<file path="src/rtl/mem_pkg.sv">
// Shared data-memory definitions: funct3 store codes, the store FSM state type and
// small decode helpers used by both the store unit and the load formatter.
package mem_pkg;

  localparam logic [2:0] F3_SB = 3'b000;
  localparam logic [2:0] F3_SH = 3'b001;
  localparam logic [2:0] F3_SW = 3'b010;

  typedef enum logic [1:0] {
    StIdle  = 2'd0,
    StRead  = 2'd1,
    StWrite = 2'd2,
    StErr   = 2'd3
  } state_t;

  // Any funct3 other than SB/SH behaves as SW.
  function automatic logic is_rmw(input logic [2:0] mode);
    return (mode == F3_SB) || (mode == F3_SH);
  endfunction

  function automatic logic is_misaligned(input logic [2:0] mode, input logic [1:0] off);
    logic w_mis;
    unique case (mode)
      F3_SB:   w_mis = 1'b0;
      F3_SH:   w_mis = (off == 2'd3);
      default: w_mis = (off != 2'd0);
    endcase
    return w_mis;
  endfunction

endpackage

</file>
<file path="src/rtl/store_merge.sv">
// Combinational lane merge for sub-word stores: overlays SB/SH data onto the old word.
// Non-SB/SH modes pass the store data through unchanged.
module store_merge
  import mem_pkg::*;
(
  input  logic [31:0] i_old,
  input  logic [31:0] i_data,
  input  logic [1:0]  i_offset,
  input  logic [2:0]  i_mode,
  output logic [31:0] o_merged
);

  always_comb begin
    o_merged = i_old;
    if (!is_rmw(i_mode)) begin
      o_merged = i_data;
    end else begin
      for (int k = 0; k < 4; k++) begin
        if (k[1:0] == i_offset) begin
          o_merged[8*k +: 8] = i_data[7:0];
        end
        // Upper half of SH lands one lane above the offset; offset 3 never reaches here.
        if (i_mode == F3_SH && i_offset != 2'd3 && k[1:0] == i_offset + 2'd1) begin
          o_merged[8*k +: 8] = i_data[15:8];
        end
      end
    end
  end

endmodule

</file>
<file path="src/rtl/store_rmw_unit.sv">
// Store path to a byte-enable-less word RAM: SW writes directly, SB/SH read-merge-write,
// misaligned requests are rejected with a one-cycle error pulse.
module store_rmw_unit
  import mem_pkg::*;
#(
  parameter int unsigned D_WIDTH = 32,
  parameter int unsigned A_WIDTH = 32
) (
  input  logic               clk,
  input  logic               rst,
  input  logic               req_valid,
  output logic               req_ready,
  input  logic [A_WIDTH-1:0] req_addr,
  input  logic [D_WIDTH-1:0] req_data,
  input  logic [2:0]         req_mode,
  output logic [A_WIDTH-1:0] mem_addr,
  output logic               mem_rd_en,
  input  logic [D_WIDTH-1:0] mem_rdata,
  output logic               mem_we,
  output logic [D_WIDTH-1:0] mem_wdata,
  output logic               done,
  output logic               misalign_err
);

  state_t             r_state;
  state_t             w_state_next;
  logic [A_WIDTH-1:0] r_addr;
  logic [D_WIDTH-1:0] r_data;
  logic [2:0]         r_mode;
  logic               w_accept;
  logic [D_WIDTH-1:0] w_merged;

  assign w_accept = req_valid && (r_state == StIdle);

  always_ff @(posedge clk or posedge rst) begin
    if (rst) begin
      r_state <= StIdle;
      r_addr  <= '0;
      r_data  <= '0;
      r_mode  <= '0;
    end else begin
      r_state <= w_state_next;
      if (w_accept) begin
        r_addr <= req_addr;
        r_data <= req_data;
        r_mode <= req_mode;
      end
    end
  end

  always_comb begin
    w_state_next = r_state;
    unique case (r_state)
      StIdle: begin
        if (w_accept) begin
          if (is_misaligned(req_mode, req_addr[1:0])) begin
            w_state_next = StErr;
          end else if (is_rmw(req_mode)) begin
            w_state_next = StRead;
          end else begin
            w_state_next = StWrite;
          end
        end
      end
      StRead:  w_state_next = StWrite;
      StWrite: w_state_next = StIdle;
      StErr:   w_state_next = StIdle;
      default: w_state_next = StIdle;
    endcase
  end

  store_merge u_merge (
    .i_old    (mem_rdata),
    .i_data   (r_data),
    .i_offset (r_addr[1:0]),
    .i_mode   (r_mode),
    .o_merged (w_merged)
  );

  assign req_ready    = (r_state == StIdle);
  assign mem_addr     = {r_addr[A_WIDTH-1:2], 2'b00};
  assign mem_rd_en    = (r_state == StRead);
  assign mem_we       = (r_state == StWrite);
  assign done         = (r_state == StWrite);
  assign misalign_err = (r_state == StErr);
  assign mem_wdata    = (r_state == StWrite) ? w_merged : '0;

endmodule

</file>
<file path="config.mk">
export PLATFORM = sky130hd
export DESIGN_NAME = store_rmw_unit
export DESIGN_NICKNAME = d
export VERILOG_FILES = /design/src/rtl/mem_pkg.sv /design/src/rtl/store_merge.sv /design/src/rtl/store_rmw_unit.sv
export SDC_FILE = /design/constraint.sdc
export NUM_CORES = 1
export LEC_CHECK = 0
export ABC_CLOCK_PERIOD_IN_PS = 4000
export BUFFER_PORTS_ARGS = -buffer_cell sky130_fd_sc_hd__buf_2
export CAP_MARGIN = 20
export CORE_ASPECT_RATIO = 1.2
export CORE_MARGIN = 2
export CORE_UTILIZATION = 30
export DETAILED_ROUTE_END_ITERATION = 7
export PLACE_DENSITY = 0.66
export SLEW_MARGIN = 20
export SYNTH_ARGS = -nofsm -noshare
export SYNTH_HDL_FRONTEND = slang
export SYNTH_SLANG_ARGS = --single-unit
export TNS_END_PERCENT = 5
</file>
<file path="constraint.sdc">
create_clock -name clk -period 4 [get_ports clk]
set_input_delay 0.4 -clock clk [delete_from_list [all_inputs] [get_ports clk]]
set_output_delay 0.4 -clock clk [all_outputs]
set_load 0.1 [all_outputs]
</file>
==> metrics <==
flip-flop and latch count after synthesis 69; die outline area 0.01336 sq mm; Clock Pin Slew Worst Setup and Hold Paths 0.06 ns; total number of vias 3,045; GRT Residual Overflow 0; initial cell density of the core 30.84%; post-placement worst setup slack 1.139 ns; part of the cycle the worst path needs 80.87%; horizontal extent of the die 105.9 um; required time at the worst-slack endpoint 3.60 ns; global routing usage summed across all routing layers 16.73%; min setup slack post-route 0.7653 ns; Post-CTS Hold Fix Bufs 0; unrepaired setup endpoints after global routing no; share of flip-flops with an asynchronous set or reset 100.0%; number of buffers inserted by port buffering 168; number of slew-limit violations in the final report 0; worst setup path class flop to output pin; ratio of total power to cell area 852.1 mW/mm^2; first-pass GRT wire length 16,910 um; Antenna Violating Nets Remaining 0; sequential-to-total area share from yosys stat 46.23%; core area 0.01211 sq mm; largest cells by area after synthesis dfrtp_1 (46%), mux2_2 (24%), buf_4 (6.6%); kind of cell with the highest combined delay on the critical path compound AO/OA/AOI/OAI gates; pin count of the biggest net entering global routing 41; 1st-pass router iterations 5; Max-Slew Margin vs Limit 31.04%; drt drc 0; DP Cell Count 610; kind of path behind the tightest hold check primary input to async pin; nature of the critical path endpoint output pin; via count of the first global-routing pass 3,133; number of buffers inserted by post-CTS setup repair 0; clock skew after layout 0.004454 ns; post-layout instance count excluding filler cells 629; number of hold violations in the final report 0; combined buffer and inverter count along the critical path 1; area fraction of the dominant cell type after synthesis 46.23%; shortest clock period the worst path allows after layout 3.235 ns; VDD IR max 377.4 uV; Routed wire per std cell 17.01 um; sort of element at the start of the critical path flop; warning count from the yosys run 0; f_max 309.2 MHz; TritonCTS Buffers 9; number of H-tree branching levels 3; number of nets in the layout 562; half-perimeter wire length after detailed placement 8203 um; outcome finished, final reports clean; num rows 44; Die Span Y 126.2 um; count of unique library cells instantiated by Yosys 28; clock tree buffer depth 2; MaxCap Viol Count 0; layout cell share with drive strength beyond 1 59.14%; post-synthesis to final-layout area growth 29.05%; library cell with the highest instance count after synthesis mux2_2; insertion delay to the later sink of the worst-skew pair 0.33 ns; leakage power of the design 0.002267 uW; RePlAce Congestion 0.8996; antenna violations before repair 5; number of flops mapped to enable cells by yosys 0; TNS Setup 0 ns; number of standard cells after synthesis 329; clk root buf clkbuf_16; Max stage delay cell, worst path a31oi_2; CP Max Fanout 28; DR vias/cell 4.841; number of DRC markers after the initial detailed-route iteration 132; dominant cell type by area after synthesis dfrtp_1; actual slew at the worst max-slew pin 1.034 ns; data arrival time at the worst-slack endpoint 2.83 ns; most common flop cell mapped by yosys dfrtp_1; ordered list of cells on the worst path or2_1 -> a31oi_2 -> a22oi_1 -> a21oi_1 -> buf_2; IO Count 171; clock sink count 69; Setup violations, final 0; largest stage delay on the critical path 0.66 ns; CTS tree done; Netlist Area Pre-Place 0.003735 sq mm; post-cts gate resize count 0; Final Routed Wirelength 10,700 um; Synth top cells by count mux2_2 (80), dfrtp_1 (69), buf_4 (33); average cell area after synthesis 11.35 sq um
-- cells in the final DEF, fill, tap and decap left out, types with 2 or more instances in the layout --
master     count
nand2_1       28
a211oi_1       8
clkbuf_16      9
buf_2        168
nor2_1        13
diode_2        3
mux2i_1        8
a31oi_2        2
a21oi_1       25
dfrtp_1       69
inv_1          3
conb_1         2
o21ai_0       10
a22oi_1       16
mux2_2        80
clkinv_4       3
bufinv_16      3
nand2b_1       2
-- through the flow --
step	cell area [sq um]	hold slack [ns]	power [uW]	util (%)
floorplan	3739	0.4594	2970	-
global placement	4461	0.4739	3179	36.83
detailed placement	4463	0.4906	3211	36.85
CTS	4812	0.1694	4152	39.73
global route	4817	0.2044	4296	39.77
finish	4820	0.1602	4107	39.79
-- area by class of cell --
| cell class | instances | area [sq um] |
|---|---|---|
| antenna | 3 | 7.507 |
| clock buffer | 9 | 225.2 |
| clock inverter | 7 | 123.9 |
| fill | 1212 | 7292 |
| inverter | 4 | 15.01 |
| multi-input combinational | 206 | 1652 |
| sequential | 69 | 1727 |
| tap | 161 | 201.4 |
| timing repair buffer | 170 | 868.3 |
-- registers in the layout (all words and copies together) (netlist names) --
register,cells
r_addr,32
r_data,32
r_mode,3
r_state,2
-- power breakdown --
group,total [uW],internal [uW],switching [uW]
Clock,916,612,304
Combinational,2100,463,1640
Sequential,1090,899,192
-- layer usage --
layer  vias up  GRT usage [%]  share of wire (%)
met3        24          6.522                9.8
li1       1398              -                  -
met4         4          7.508                3.4
met5         -              0               0.21
met1      1463          20.01                 40
met2       156          26.60                 46
-- kinds of logic after synthesis --
group / after synthesis / share of synthesized area, %
DFF: 69 / 46.23
muxes: 89 / 26.57
and+or+nand+nor: 52 / 6.499
buffers and inverters: 55 / 9.748
other: 1 / 0.1004
AOI/OAI and AO/OA: 63 / 10.85
-- path summary, 6_finish.rpt --
kind,to,slack (ns),startpoint,depth (start not counted)
worst min register to register,r_addr[6],0.50,r_addr[6],1
worst max-delay path,mem_wdata[30],0.77,r_mode[1],5
worst max register to register,r_addr[31],1.93,r_state[1],4
min in group clk,r_data[11],0.30,req_data[11],2
worst min-delay path,r_addr[25],0.16,rst,2
max in group asynchronous,r_addr[28],2.87,rst,3
(Power assumes the default switching activity.)
